<file path="src/rtl/multicycle_control.sv">
// Main control FSM for the multi-cycle RV32I core.
// Sequences ALU, unified memory port, IR, PC and register file through
// FETCH / DECODE / EXEC / MEM / WB. Unsupported instructions and memory
// timeouts enter a sticky TRAP state that only rst_n clears.
// Optional feature: define PERF_COUNTERS_EN to build the cycle and
// retired-instruction counters; otherwise both ports read 0.
module multicycle_control #(
    parameter int unsigned FETCH_TIMEOUT = 0
) (
    input  logic        clk,
    input  logic        rst_n,
    input  logic [31:0] instruction,
    input  logic        zero,
    input  logic        mem_ready,
    output logic        mem_req,
    output logic        mem_write,
    output logic        i_or_d,
    output logic        ir_write,
    output logic        pc_write,
    output logic [1:0]  pc_source,
    output logic [1:0]  alu_src_a,
    output logic [1:0]  alu_src_b,
    output logic [1:0]  ALUOp,
    output logic        reg_write,
    output logic [1:0]  mem_to_reg,
    output logic        trap,
    output logic [2:0]  state,
    output logic [31:0] cycle_count,
    output logic [31:0] instr_retired
);

    localparam int unsigned WAIT_W = 16;
    localparam int unsigned CNT_W  = 32;

    localparam logic [2:0] S_FETCH  = 3'd0;
    localparam logic [2:0] S_DECODE = 3'd1;
    localparam logic [2:0] S_EXEC   = 3'd2;
    localparam logic [2:0] S_MEM    = 3'd3;
    localparam logic [2:0] S_WB     = 3'd4;
    localparam logic [2:0] S_TRAP   = 3'd7;

    localparam logic [6:0] OP_R     = 7'b0110011;
    localparam logic [6:0] OP_I     = 7'b0010011;
    localparam logic [6:0] OP_LOAD  = 7'b0000011;
    localparam logic [6:0] OP_STORE = 7'b0100011;
    localparam logic [6:0] OP_BR    = 7'b1100011;
    localparam logic [6:0] OP_JAL   = 7'b1101111;

    // Last wait count at which a still-pending access times out.
    localparam logic [WAIT_W-1:0] WAIT_LAST =
        (FETCH_TIMEOUT == 0) ? WAIT_W'(0) : WAIT_W'(FETCH_TIMEOUT - 1);

    logic [2:0]        state_q;
    logic [2:0]        next_state;
    logic [WAIT_W-1:0] wait_cnt;
    logic              timeout_hit;

    logic [6:0] opcode;
    logic [2:0] funct3;
    logic       is_r, is_i, is_ld, is_st, is_br, is_jal, is_legal;

    // Raw strobes before reset gating.
    logic mreq_raw, mwr_raw, irw_raw, pcw_raw, rw_raw;

    logic unused_instr_bits;

    assign opcode = instruction[6:0];
    assign funct3 = instruction[14:12];
    assign unused_instr_bits = ^{instruction[31:15], instruction[11:7]};

    // Opcode classification; branches only support beq/bne.
    always_comb begin
        is_r     = (opcode == OP_R);
        is_i     = (opcode == OP_I);
        is_ld    = (opcode == OP_LOAD);
        is_st    = (opcode == OP_STORE);
        is_br    = (opcode == OP_BR) && (funct3[2:1] == 2'b00);
        is_jal   = (opcode == OP_JAL);
        is_legal = is_r | is_i | is_ld | is_st | is_br | is_jal;
    end

    assign timeout_hit = (FETCH_TIMEOUT != 0) && (wait_cnt == WAIT_LAST);

    // State register.
    always_ff @(posedge clk or negedge rst_n) begin
        if (!rst_n) state_q <= S_FETCH;
        else        state_q <= next_state;
    end

    // Memory wait counter: counts cycles spent in FETCH/MEM, clears on any state change.
    always_ff @(posedge clk or negedge rst_n) begin
        if (!rst_n) begin
            wait_cnt <= '0;
        end else if (next_state != state_q) begin
            wait_cnt <= '0;
        end else if ((state_q == S_FETCH) || (state_q == S_MEM)) begin
            wait_cnt <= wait_cnt + WAIT_W'(1);
        end
    end

    // Next-state and control decode.
    always_comb begin
        next_state = state_q;
        mreq_raw   = 1'b0;
        mwr_raw    = 1'b0;
        irw_raw    = 1'b0;
        pcw_raw    = 1'b0;
        rw_raw     = 1'b0;
        i_or_d     = 1'b0;
        pc_source  = 2'b00;
        alu_src_a  = 2'b00;
        alu_src_b  = 2'b00;
        ALUOp      = 2'b00;
        mem_to_reg = 2'b00;
        trap       = 1'b0;

        case (state_q)
            S_FETCH: begin
                mreq_raw  = 1'b1;
                alu_src_b = 2'b01;
                if (mem_ready) begin
                    irw_raw    = 1'b1;
                    pcw_raw    = 1'b1;
                    next_state = S_DECODE;
                end else if (timeout_hit) begin
                    next_state = S_TRAP;
                end
            end
            S_DECODE: begin
                alu_src_a  = 2'b10;
                alu_src_b  = 2'b10;
                next_state = is_legal ? S_EXEC : S_TRAP;
            end
            S_EXEC: begin
                if (is_r) begin
                    alu_src_a  = 2'b01;
                    ALUOp      = 2'b10;
                    next_state = S_WB;
                end else if (is_i) begin
                    alu_src_a  = 2'b01;
                    alu_src_b  = 2'b10;
                    ALUOp      = 2'b10;
                    next_state = S_WB;
                end else if (is_ld || is_st) begin
                    alu_src_a  = 2'b01;
                    alu_src_b  = 2'b10;
                    next_state = S_MEM;
                end else if (is_br) begin
                    alu_src_a  = 2'b01;
                    ALUOp      = 2'b01;
                    pc_source  = 2'b01;
                    pcw_raw    = funct3[0] ? ~zero : zero;
                    next_state = S_FETCH;
                end else if (is_jal) begin
                    pc_source  = 2'b01;
                    pcw_raw    = 1'b1;
                    rw_raw     = 1'b1;
                    mem_to_reg = 2'b10;
                    next_state = S_FETCH;
                end else begin
                    next_state = S_TRAP;
                end
            end
            S_MEM: begin
                mreq_raw = 1'b1;
                i_or_d   = 1'b1;
                mwr_raw  = is_st;
                if (mem_ready) begin
                    next_state = is_st ? S_FETCH : S_WB;
                end else if (timeout_hit) begin
                    next_state = S_TRAP;
                end
            end
            S_WB: begin
                rw_raw     = 1'b1;
                mem_to_reg = is_ld ? 2'b01 : 2'b00;
                next_state = S_FETCH;
            end
            S_TRAP: begin
                trap       = 1'b1;
                next_state = S_TRAP;
            end
            default: begin
                next_state = S_TRAP;
            end
        endcase
    end

    // Reset kills any in-flight access and write strobe immediately.
    assign mem_req   = mreq_raw & rst_n;
    assign mem_write = mwr_raw  & rst_n;
    assign ir_write  = irw_raw  & rst_n;
    assign pc_write  = pcw_raw  & rst_n;
    assign reg_write = rw_raw   & rst_n;
    assign state     = state_q;

`ifdef PERF_COUNTERS_EN
    logic [CNT_W-1:0] cyc_q;
    logic [CNT_W-1:0] ret_q;

    // Performance counters, frozen once trapped.
    always_ff @(posedge clk or negedge rst_n) begin
        if (!rst_n) begin
            cyc_q <= '0;
            ret_q <= '0;
        end else if (state_q != S_TRAP) begin
            cyc_q <= cyc_q + CNT_W'(1);
            if ((next_state == S_FETCH) &&
                ((state_q == S_EXEC) || (state_q == S_MEM) || (state_q == S_WB))) begin
                ret_q <= ret_q + CNT_W'(1);
            end
        end
    end

    assign cycle_count   = cyc_q;
    assign instr_retired = ret_q;
`else
    assign cycle_count   = '0;
    assign instr_retired = '0;
`endif

endmodule

</file>
<file path="config.mk">
export PLATFORM = sky130hd
export DESIGN_NAME = multicycle_control
export DESIGN_NICKNAME = d
export VERILOG_FILES = /design/src/rtl/multicycle_control.sv
export SDC_FILE = /design/constraint.sdc
export NUM_CORES = 1
export LEC_CHECK = 0
export ABC_AREA = 0
export CAP_MARGIN = 10
export CORE_ASPECT_RATIO = 2
export CORE_MARGIN = 2
export CORE_UTILIZATION = 26
export DETAILED_ROUTE_END_ITERATION = 8
export PLACE_DENSITY_LB_ADDON = 0.08
export SLEW_MARGIN = 0
export SYNTH_ARGS = -nofsm -noshare
export SYNTH_HDL_FRONTEND = slang
export SYNTH_SLANG_ARGS = --single-unit
</file>
<file path="constraint.sdc">
create_clock -name clk -period 2.2 [get_ports clk]
set_input_delay 0.44 -clock clk [delete_from_list [all_inputs] [get_ports clk]]
set_output_delay 0.44 -clock clk [all_outputs]
set_load 0.01 [all_outputs]
</file>
Yosys cells after proc, flatten, opt, wreduce, memory -nomap -nowiden
Index checks and enable logic that the tools add are counted.

word-level totals
  register bits = 3
  output and inout bits = 84

operators by class
  equality and inequality tests = 13
  muxes and demuxes = 54
  bitwise operators = 11
  reductions and logical operators = 6

operators with widths
  cell                                                  count
  two-way mux 1 bit                                     28
  two-way mux 3 bit                                     9
  two-way mux 2 bit                                     11
  case mux 3 bit (5 select lines)                       1
  equality test 7 x 6 -> 1 bit (second input constant)  2
  equality test 7 bit (second input constant)           2
  case mux 2 bit (2 select lines)                       2
  equality test 7 x 2 -> 1 bit (second input constant)  1
  equality test 7 x 5 -> 1 bit (second input constant)  1
  equality test 3 x 2 -> 1 bit (second input constant)  2
  equality test 3 bit (second input constant)           2
  case mux 2 bit (3 select lines)                       1
  AND 1 bit                                             5
  OR 1 bit                                              5
  != test 2 bit (second input constant)                 2
  case mux 1 bit (2 select lines)                       2
  equality test 3 x 1 -> 1 bit (second input constant)  1
  zero test 3 bit                                       1
  zero test 2 bit                                       1
  AND reduction 2 bit                                   1
  OR reduction 2 bit                                    1
  logical AND 1 bit                                     1
  logical OR 1 bit                                      1
  inverter 1 bit                                        1

Logic depth before layout (Yosys ltp)
Gate-level depths: netlist (run 1).

  word-level depth = 8
  depth in mapped cells = 5
  depth with buffers taken out = 4

Worst setup path after synthesis (run 1)
No wires, ideal clock.

  path type = input to output
  start = input instruction[3]
  end = output pc_write
  arrival = 1.756 ns
  required time = 1.760 ns
  setup slack = 0.004 ns
  stages on the path = 4
  path through = or4_1 a211o_1 o32ai_1 nor3b_2

between the ends
  longest elaborated chain between the ends = 8
  elaborated cells on any way between the ends = 15
  those cells by class = eq/ne (6); mux (6); bitwise (1); reduce/logical (2)

ends and longest elaborated chain
  item                                                           RTL line  RTL
  from (decl)                                                    12        input logic [31:0] instruction,
  equality test 7 bit, on equally long branches                  78, 77
  two-way mux 1 bit / logical AND 1 bit (equally long branches)  154, 77
  two-way mux 1 bit                                              148       end else if (is_br) begin
  two-way mux 1 bit                                              144       end else if (is_ld || is_st) begin
  two-way mux 1 bit                                              139       end else if (is_i) begin
  two-way mux 1 bit *                                            135       if (is_r) begin
  case mux 1 bit (2 select lines) *                              117       case (state_q)
  AND 1 bit *                                                    193       assign pc_write = pcw_raw & rst_n;
  to (decl)                                                      19        output logic pc_write,

Mark *: on every way between the ends. The rest lies on a longest branch, timed or not.

Worst setup path after layout (run 1)
  start = input instruction[13]
  end = output pc_write

between the ends
  longest elaborated chain between the ends = 8

ends and longest elaborated chain
  item                             RTL line  RTL
  zero test 2 bit                  77        is_br = (opcode == OP_BR) && (funct3[2:1] == 2'b00);
  logical AND 1 bit                77
  two-way mux 1 bit                148
  two-way mux 1 bit                144
  two-way mux 1 bit                139
  two-way mux 1 bit                135
  case mux 1 bit (2 select lines)  117
  AND 1 bit                        193

Every way passes these cells.

==> results of run 1 <==
==> area by class of cell <==
cell class              instances  area [um^2]
fillers                       422         2190
flip-flops and latches          3         75.1
well taps                      49         61.3
clock buffers                   4         45.0
multi-input cells             125          707
repair buffers                 59          482
inverters                       3         11.3
==> power groups by stage <==
stage | Clock (mW) | Sequential [mW] | Combinational (mW)
finish | 0.158 | 0.0556 | 0.116
detailed placement | 0 | 0.0562 | 0.108
global route | 0.171 | 0.0555 | 0.129
CTS | 0.163 | 0.0556 | 0.113
global placement | 0 | 0.0562 | 0.107
floorplan | 0 | 0.0562 | 0.145
==> cell usage in the layout, fill, tap and decap left out, types with 2 or more instances in the layout <==
cell type and instances:
conb_1 65, buf_4 25, clkdlybuf4s50_1 11, nor2_1 10, buf_2 9, nand2_1 7
buf_6 6, dlygate4sd2_1 5, nand2b_1 4, a31oi_1 4, nor3_1 3, inv_1 3
clkbuf_8 3, dfrtp_1 3, nand3b_1 2, nor4_1 2, nor4_4 2, xor2_1 2
o311ai_0 2
==> layer usage <==
metal / part of all wire [%] / up-vias
met5: 0 / -
met4: 0 / 0
met3: 7.3 / 0
met2: 60 / 54
met1: 33 / 424
li1: - / 451
==> critical path, delay by kind of cell <==
family	cells	cell delay, ns
compound gates	2	0.57
buf+inv	2	0.24
simple gates	2	0.70
==> worst max-delay path by stage <==
| stage | from | end |
|---|---|---|
| 6_report | instruction[13] | pc_write |
| 5_1_grt | instruction[13] | pc_write |
| 4_1_cts | instruction[13] | pc_write |
| 3_5_place_dp | instruction[3] | pc_write |
| 3_3_place_gp | instruction[3] | pc_write |
| 2_1_floorplan | instruction[3] | pc_write |
==> repair_timing <==
item	CTS	global route
pin swaps	12	5
setup endpoints to repair	13	6
setup buffers	3	1
resized for setup	78	8
==> synthesized netlist by cell type <==
master / n / area share [%]
or4bb_2: 1 / 1.3
and3b_1: 1 / 0.91
a31o_2: 1 / 0.91
nor2b_1: 1 / 0.65
nor4b_1: 1 / 0.91
nand3_1: 1 / 0.52
inv_1: 3 / 1.2
nand2_1: 7 / 2.7
and4bb_2: 1 / 1.3
a22oi_1: 1 / 0.78
and3_1: 2 / 1.3
nand2b_1: 4 / 2.6
a32oi_1: 1 / 0.91
or4_1: 1 / 0.78
o21ai_0: 2 / 1.0
buf_4: 65 / 51
or3_1: 1 / 0.65
a211o_1: 1 / 0.91
clkbuf_1: 3 / 1.2
or2_2: 1 / 0.65
nor3_1: 3 / 1.6
nor3b_2: 1 / 1.3
nand3b_1: 2 / 1.6
and4_1: 1 / 0.91
conb_1: 1 / 0.39
nor2_1: 11 / 4.3
a31oi_1: 4 / 2.6
o311ai_0: 2 / 1.8
xor2_1: 2 / 1.8
nor4_1: 4 / 2.6
o32ai_1: 1 / 0.91
nor3b_1: 1 / 0.78
dfrtp_1: 3 / 7.8
==> logic make-up (layout without fill, tap and decap cells) <==
family                    count (synthesis)  after routing  synth area share (%)
buffers and inverters                    71             66                  52.9
AOI/OAI and AO/OA                        13             13                  9.86
other                                     1             65                 0.389
DFF                                       3              3                  7.78
xor gates and xnor gates                  2              2                  1.82
and+or+nand+nor                          45             45                  27.2
==> run metrics, run 1 <==
FMAX 420 MHz; post-DR vias/cell 3.82; RSZ-0062 raised after global routing yes; initial drt markers 6; Reg2Reg Setup Slack 0.70 ns; via count 929; dpl hpwl 2170 um; number of max-cap violations 0; post-route setup TNS -0.185 ns; flops & latches, synth 3; layout cells sized above 1 29.9%; Clk network pwr share 47.9%; crit end category output pin; number of CTS-inserted buffers 3; fin. max-slew vios 0; H-tree depth 1; status complete, but fails checks; design area 1380 um^2; crit start category input pin; CTS tree built; clk sink count 3; CTS Hold Bufs 0; worst skew pair latency 0.21 ns; max reg flops 3; worst hold-check path type in -> async; GR peak layer met2; Design Power 0.329 mW; Worst Skew 0.000743 ns; Setup WS pre-CTS -0.963 ns; YS warnings 0; Final Critical Period 2.38 ns; initial antenna violation count 0; Post-Syn Area 965 um^2; sequential area share after synthesis 7.78%; Finished Core Util 38.7%; Worst EP required 1.76 ns; M3 GR Usage 1.41%; Initial Utilization 27.0%; worst path arrival time 1.94 ns; critical path class in -> out; die span in y 90.1 um; Mapped Cells 135; placed inst area 1260 um^2; Mapped Avg Cell Area 7.15 um^2; GRT overflow 0; die area 4240 um^2; vias in the first global route 855; WL/cell 10.6 um; global-route wire length before repair 4080 um; Netlist cell types 33; post-route clock period utilization 108%; Layout Nets 231; Peak VDD IR 0.148 mV; io pins 120; Power Density 238 nW/um^2; Reg power frac 16.9%; P_sw 0.114 mW; final hold slack 0.527 ns; static leakage 0.704 nW; slowest CP cell or4_1; clk root buf clkbuf_8; Core Box Area 3570 um^2; R2R cell count 7; routed wire length 2580 um; Die Width 47.1 um; Worst-path clk slew 0.03 ns; crit path cell chain buf_6 -> or4_1 -> a211o_1 -> o32ai_2 -> nor3b_2 -> buf_2; DRC violations left 0; Setup violations, final 2; worst reg2reg path startpoint state[2]; worst-path maximum fanout 2; Port-buffer cells 32; Row Count 31; Critical R2R Capture state[0]; sw frac 34.6%; logic gate share of total power 35.3%; Finished Layout Cells 243; global-route met2 utilization 23.7%; Int Power 0.215 mW; failing checks negative setup slack; gpl congestion 0.821; max incr delay on CP 0.51 ns; CTS Buffer Depth 2; largest net degree at the start of global routing 14; Area growth, synth to finish 43.2%; DP Cell Count 235; diode count 0; detailed-router iteration count before antenna repair 4; post-route ant nets 0; met1 Use GR 13.5%; final worst slack -0.179 ns; Final Hold Vio Count 0; All-Layer GR Usage 12.6%
No activity file was read; power rests on OpenSTA's default activity.
==> run 2, diff against run 1 <==
--- a/config.mk
+++ b/config.mk
@@ -12,6 +12,7 @@
 export CORE_UTILIZATION = 26
 export DETAILED_ROUTE_END_ITERATION = 8
 export PLACE_DENSITY_LB_ADDON = 0.08
+export SKIP_LAST_GASP = 1
 export SLEW_MARGIN = 0
 export SYNTH_ARGS = -nofsm -noshare
 export SYNTH_HDL_FRONTEND = slang
==> run 2 against run 1 <==
Effect of this change: the run still ends with negative setup slack left; first-iteration DRC count up 17%; sequential power is essentially flat; flip-flop and latch count unchanged; power rose by 1.3%; hold slack improved by 0.0011 ns; clock skew hardly changed.
==> run metrics, run 2 (synthesis results as in run 1) <==
clk root buf clkbuf_8; GRT overflow 0 (unchanged); Area growth, synth to finish 45.4%; die span in y 90.1 um (unchanged); Buf/Inv on CP 2 (unchanged); Critical R2R Capture state[0]; FMAX 413 MHz (-1.6%); Initial Utilization 27.0% (unchanged); io pins 120 (unchanged); layout cells sized above 1 30.1% (+0.21 points); Int Power 0.219 mW (+1.5%); die area 4240 um^2 (unchanged); routed wire length 2650 um (+2.6%); number of max-cap violations 0 (unchanged); post-route clock period utilization 110% (+1.8 points); detailed-router iteration count before antenna repair 4 (unchanged); P_sw 0.115 mW (+0.75%); crit end category output pin; Worst EP required 1.76 ns (about the same); Reg power frac 16.7% (-0.2 points); final worst slack -0.219 ns (-0.0399 ns); post-route setup TNS -0.406 ns (-0.221 ns); diode count 0 (unchanged); worst-path maximum fanout 3 (+1); worst hold-check path type in -> async; number of CTS-inserted buffers 3 (unchanged); largest net degree at the start of global routing 14 (unchanged); worst path arrival time 1.98 ns (+0.04 ns); critical path class in -> out; Worst Skew 0.000742 ns (-0.000000500 ns); sw frac 34.4% (-0.17 points); commonest cells after routing, fill and taps aside conb_1 (65), buf_4 (26), clkdlybuf4s50_1 (11); max reg flops 3 (unchanged); Final Hold Vio Count 0 (unchanged); RSZ-0062 raised after global routing yes; worst skew pair latency 0.21 ns (about the same); Layout Nets 233 (+0.87%); Power Density 238 nW/um^2 (-0.29%); commonest non-fill, non-tap cell in the layout conb_1; static leakage 0.719 nW (+2.0%); Reg2Reg Setup Slack 0.70 ns (about the same); critical path's top delay family simple AND/OR/NAND/NOR gates; status complete, but fails checks; Design Power 0.333 mW (+1.3%); dpl hpwl 2170 um (unchanged); H-tree depth 1 (unchanged); crit start category input pin; failing checks negative setup slack; CTS tree built; All-Layer GR Usage 12.6% (+0.037 points); via count 929 (unchanged); logic gate share of total power 36.1% (+0.8 points); final hold slack 0.528 ns (+0.00105 ns); DRC violations left 0 (unchanged); CTS Buffer Depth 2 (unchanged); global-route wire length before repair 4100 um (+0.34%); Port-buffer cells 32 (unchanged); Peak VDD IR 0.148 mV (about the same); worst reg2reg path startpoint state[2]; Finished Core Util 39.3% (+0.60 points); fill count 429 (+1.7%); Worst-path clk slew 0.03 ns (about the same); Row Count 31 (unchanged); post-route ant nets 0 (unchanged); vias in the first global route 854 (-0.12%); crit path cell chain buf_8 -> or4_1 -> a211o_1 -> o32ai_2 -> nor3b_2 -> buf_2; Clk network pwr share 47.3% (-0.6 points); Core Box Area 3570 um^2 (unchanged); initial drt markers 7 (+1); fin. max-slew vios 0 (unchanged); initial antenna violation count 0 (unchanged); FF+latch area 75.1 um^2 (unchanged); Die Width 47.1 um (unchanged); gpl congestion 0.821 (unchanged); clk sink count 3 (unchanged); Final Critical Period 2.42 ns (+0.0399 ns); R2R cell count 7 (unchanged); max incr delay on CP 0.50 ns (about the same); Setup violations, final 4 (+2); post-DR vias/cell 3.79 (-0.82%); slowest CP cell or4_1; area of the multi-input gates 703 um^2 (-0.53%); WL/cell 10.8 um (+1.8%)
## run 2: layout make-up
cell class / count / area share [%]
multi-input combinational: 125 / 50.1
timing repair buffer: 61 / 36.1
sequential: 3 / 5.35
tap: 49 / 4.37
clock buffer: 4 / 3.21
inverter: 3 / 0.803
## run 2: layer usage
metal | share of wire (%) | vias to the layer above | GRT usage, %
met5 | 0 | - | 0
met4 | 0 | 0 | 2.78
met3 | 7.1 | 0 | 1.41
met2 | 61 | 54 | 23.7
met1 | 32 | 421 | 13.6
li1 | - | 454 | -
## run 2: worst max-delay path by stage
stage / from / to / cells after the start
finish: instruction[2] / pc_write / 6
global placement: instruction[3] / pc_write / 6
CTS: instruction[14] / pc_write / 6
global route: instruction[2] / pc_write / 6
detailed placement: instruction[3] / pc_write / 6
floorplan: instruction[3] / pc_write / 4
## run 2: through the flow
step,setup WS (ns),instance area [um^2],cells
6_report,-0.219,1400,245
5_1_grt,-0.243,1400,245
4_1_cts,-0.231,1360,242
3_5_place_dp,-0.963,1260,235
3_3_place_gp,-0.984,1260,235
2_1_floorplan,0.00390,1200,199
## run 2: worst reg2reg max path, delay by kind of cell (launching register included)
family | cells | cell delay [ns]
AO/OA/AOI/OAI | 2 | 0.30
AND/OR/NAND/NOR | 2 | 0.29
flip-flops | 1 | 0.36
buffers and inverters | 3 | 0.47
## run 2: power groups by stage
stage          sequential (mW)  combinational, mW  clock, mW
2_1_floorplan           0.0562              0.145          0
3_5_place_dp            0.0562              0.108          0
3_3_place_gp            0.0562              0.107          0
6_report                0.0556              0.120      0.158
4_1_cts                 0.0556              0.112      0.163
5_1_grt                 0.0555              0.133      0.171
## run 2: timing repair
action                     4_1_cts  5_1_grt
gates resized for setup         70       13
setup buffers                    3        3
pin swaps                       11        7
setup endpoints to repair       13        9
hold buffers                     0        0
==> run 3, diff against run 2 <==
--- a/config.mk
+++ b/config.mk
@@ -13,7 +13,7 @@
 export DETAILED_ROUTE_END_ITERATION = 8
 export PLACE_DENSITY_LB_ADDON = 0.08
 export SKIP_LAST_GASP = 1
-export SLEW_MARGIN = 0
+export SLEW_MARGIN = 40
 export SYNTH_ARGS = -nofsm -noshare
 export SYNTH_HDL_FRONTEND = slang
 export SYNTH_SLANG_ARGS = --single-unit
==> constraint.sdc (replaced) <==
create_clock -name clk -period 2.2 [get_ports clk]
set_input_delay 0.44 -clock clk [delete_from_list [all_inputs] [get_ports clk]]
set_output_delay 0.44 -clock clk [all_outputs]
set_load 0.02 [all_outputs]
==> run 3 against run 2 <==
Effect of this change: the flow still finishes with violations (negative setup slack); cell count is 0.82% lower; combinational power grew 41%; first-iteration DRC count up 86%; clock skew rose by 0.0025 ns; sequential power about the same; global-route usage up 0.56 points; design area is 2.0% higher; largest cell class unchanged.
==> run metrics, run 3 (synthesis results as in run 1) <==
initial drt markers 13 (+6); worst path arrival time 1.96 ns (-0.02 ns); Row Count 31 (unchanged); detailed-router iteration count before antenna repair 4 (unchanged); Worst Setup SP instruction[3]; routed wire length 2660 um (+0.30%); max reg flops 3 (unchanged); Core Box Area 3570 um^2 (unchanged); crit end category output pin; io pins 120 (unchanged); number of max-cap violations 0 (unchanged); die span in y 90.1 um (unchanged); static leakage 0.737 nW (+2.5%); Area growth, synth to finish 48.2%; Port-buffer cells 32 (unchanged); Critical R2R Capture state[0]; All-Layer GR Usage 13.2% (+0.56 points); Reg power frac 14.3% (-2.4 points); CTS tree built; worst skew pair latency 0.22 ns (about the same); CP most frequent cell buf_6; dpl hpwl 2170 um (+0.12%); vias in the first global route 870 (+1.9%); DRC violations left 0 (unchanged); failing checks negative setup slack; Peak VDD IR 0.115 mV (-22%); DP Cell Count 237 (+0.85%); Layout Nets 231 (-0.86%); critical path class in -> out; placed inst area 1290 um^2 (+2.6%); worst reg2reg path startpoint state[2]; commonest cells after routing, fill and taps aside conb_1 (65), buf_4 (26), buf_6 (10); clk root buf clkbuf_8; Clk network pwr share 42.0% (-5.3 points); Worst Skew 0.00322 ns (+0.00247 ns); design area 1430 um^2 (+2.0%); number of CTS-inserted buffers 3 (unchanged); Reg2Reg Setup Slack 0.71 ns (about the same); Int Power 0.220 mW (+0.43%); post-route clock period utilization 109% (-0.68 points); crit start category input pin; Initial Utilization 27.0% (unchanged); worst-path maximum fanout 2 (-1); worst hold-check path type in -> async; Final Hold Vio Count 0 (unchanged); WL/cell 10.9 um (+1.1%); post-route ant nets 0 (unchanged); R2R cell count 7 (unchanged); commonest non-fill, non-tap cell in the layout conb_1; FMAX 416 MHz (+0.63%); largest net degree at the start of global routing 14 (unchanged); fin. max-slew vios 0 (unchanged); Worst EP required 1.76 ns (about the same); CTS Hold Bufs 0 (unchanged); max incr delay on CP 0.51 ns (about the same); CTS Buffer Depth 2 (unchanged); Finished Core Util 40.1% (+0.77 points); clk sink count 3 (unchanged); diode count 0 (unchanged); Finished Layout Cells 243 (-0.82%); crit path cell chain buf_6 -> or4_4 -> a211o_1 -> o32ai_2 -> nor3b_4 -> buf_6; logic gate share of total power 43.6% (+7.5 points); slowest CP cell or4_4; die area 4240 um^2 (unchanged); gpl congestion 0.793 (-3.3%); Power Density 271 nW/um^2 (+14%); via count 928 (-0.11%); final worst slack -0.204 ns (+0.0150 ns); sw frac 43.4% (+9.0 points); Die Width 47.1 um (unchanged); Worst-path clk slew 0.03 ns (about the same); layout cells sized above 1 30.4% (+0.31 points); Final Critical Period 2.40 ns (-0.0150 ns); H-tree depth 1 (unchanged); GRT overflow 0 (unchanged); global-route wire length before repair 4190 um (+2.2%); initial antenna violation count 0 (unchanged); P_sw 0.169 mW (+47%); RSZ-0062 raised after global routing yes; Setup violations, final 4 (unchanged); post-DR vias/cell 3.82 (+0.71%); status complete, but fails checks; Worst setup endpoint pc_write
==> run 3: power by group through the flow <==
stage | clock network [mW] | registers (mW) | logic, mW
floorplan | 0 | 0.0562 | 0.196
global placement | 0 | 0.0562 | 0.159
detailed placement | 0 | 0.0562 | 0.159
CTS | 0.168 | 0.0556 | 0.164
global route | 0.171 | 0.0555 | 0.183
finish | 0.163 | 0.0556 | 0.169
==> run 3: worst min path at each step <==
stage	from	to	slack, ns	cells after the start
floorplan	rst_n	state[0]	0.14	0
global placement	state[2]	state[1]	0.70	3
detailed placement	state[2]	state[1]	0.71	3
CTS	rst_n	state[2]	0.52	2
global route	rst_n	state[2]	0.56	2
finish	rst_n	state[2]	0.52	2
==> run 3: area by class of cell <==
cell class	instances	area, um^2
inverter	3	11.3
multi-input combinational	125	721
sequential	3	75.1
clock buffer	4	45.0
tap	49	61.3
fill	423	2140
timing repair buffer	59	517
==> run 3: repair_timing <==
action / in CTS / in global routing
buffers inserted: 2 / 1
gates cloned: 0 / 0
resized for setup: 82 / 17
pin swaps: 10 / 6
endpoints found under the setup margin: 14 / 11
==> run 3: routing by layer <==
layer	global-route usage, %	up-vias	wire (um)
met1	12.6	420	811
met5	0	-	0
met4	4.86	0	25
met3	1.41	4	204
li1	-	446	-
met2	25.5	58	1620
==> run 3: metrics by stage <==
stage	hold slack (ns)	power (mW)	setup slack, ns	setup TNS (ns)
2_1_floorplan	0.144	0.252	-0.0512	-0.0512
3_3_place_gp	0.699	0.215	-1.04	-8.29
3_5_place_dp	0.708	0.215	-1.05	-8.31
4_1_cts	0.520	0.387	-0.234	-0.374
5_1_grt	0.556	0.410	-0.253	-0.539
6_report	0.522	0.388	-0.204	-0.326
==> run 3: critical path: cells and delay by family <==
kind | cells | cell delay [ns]
buffers and inverters | 2 | 0.23
AOI/OAI and AO/OA | 2 | 0.57
and+or+nand+nor | 2 | 0.73
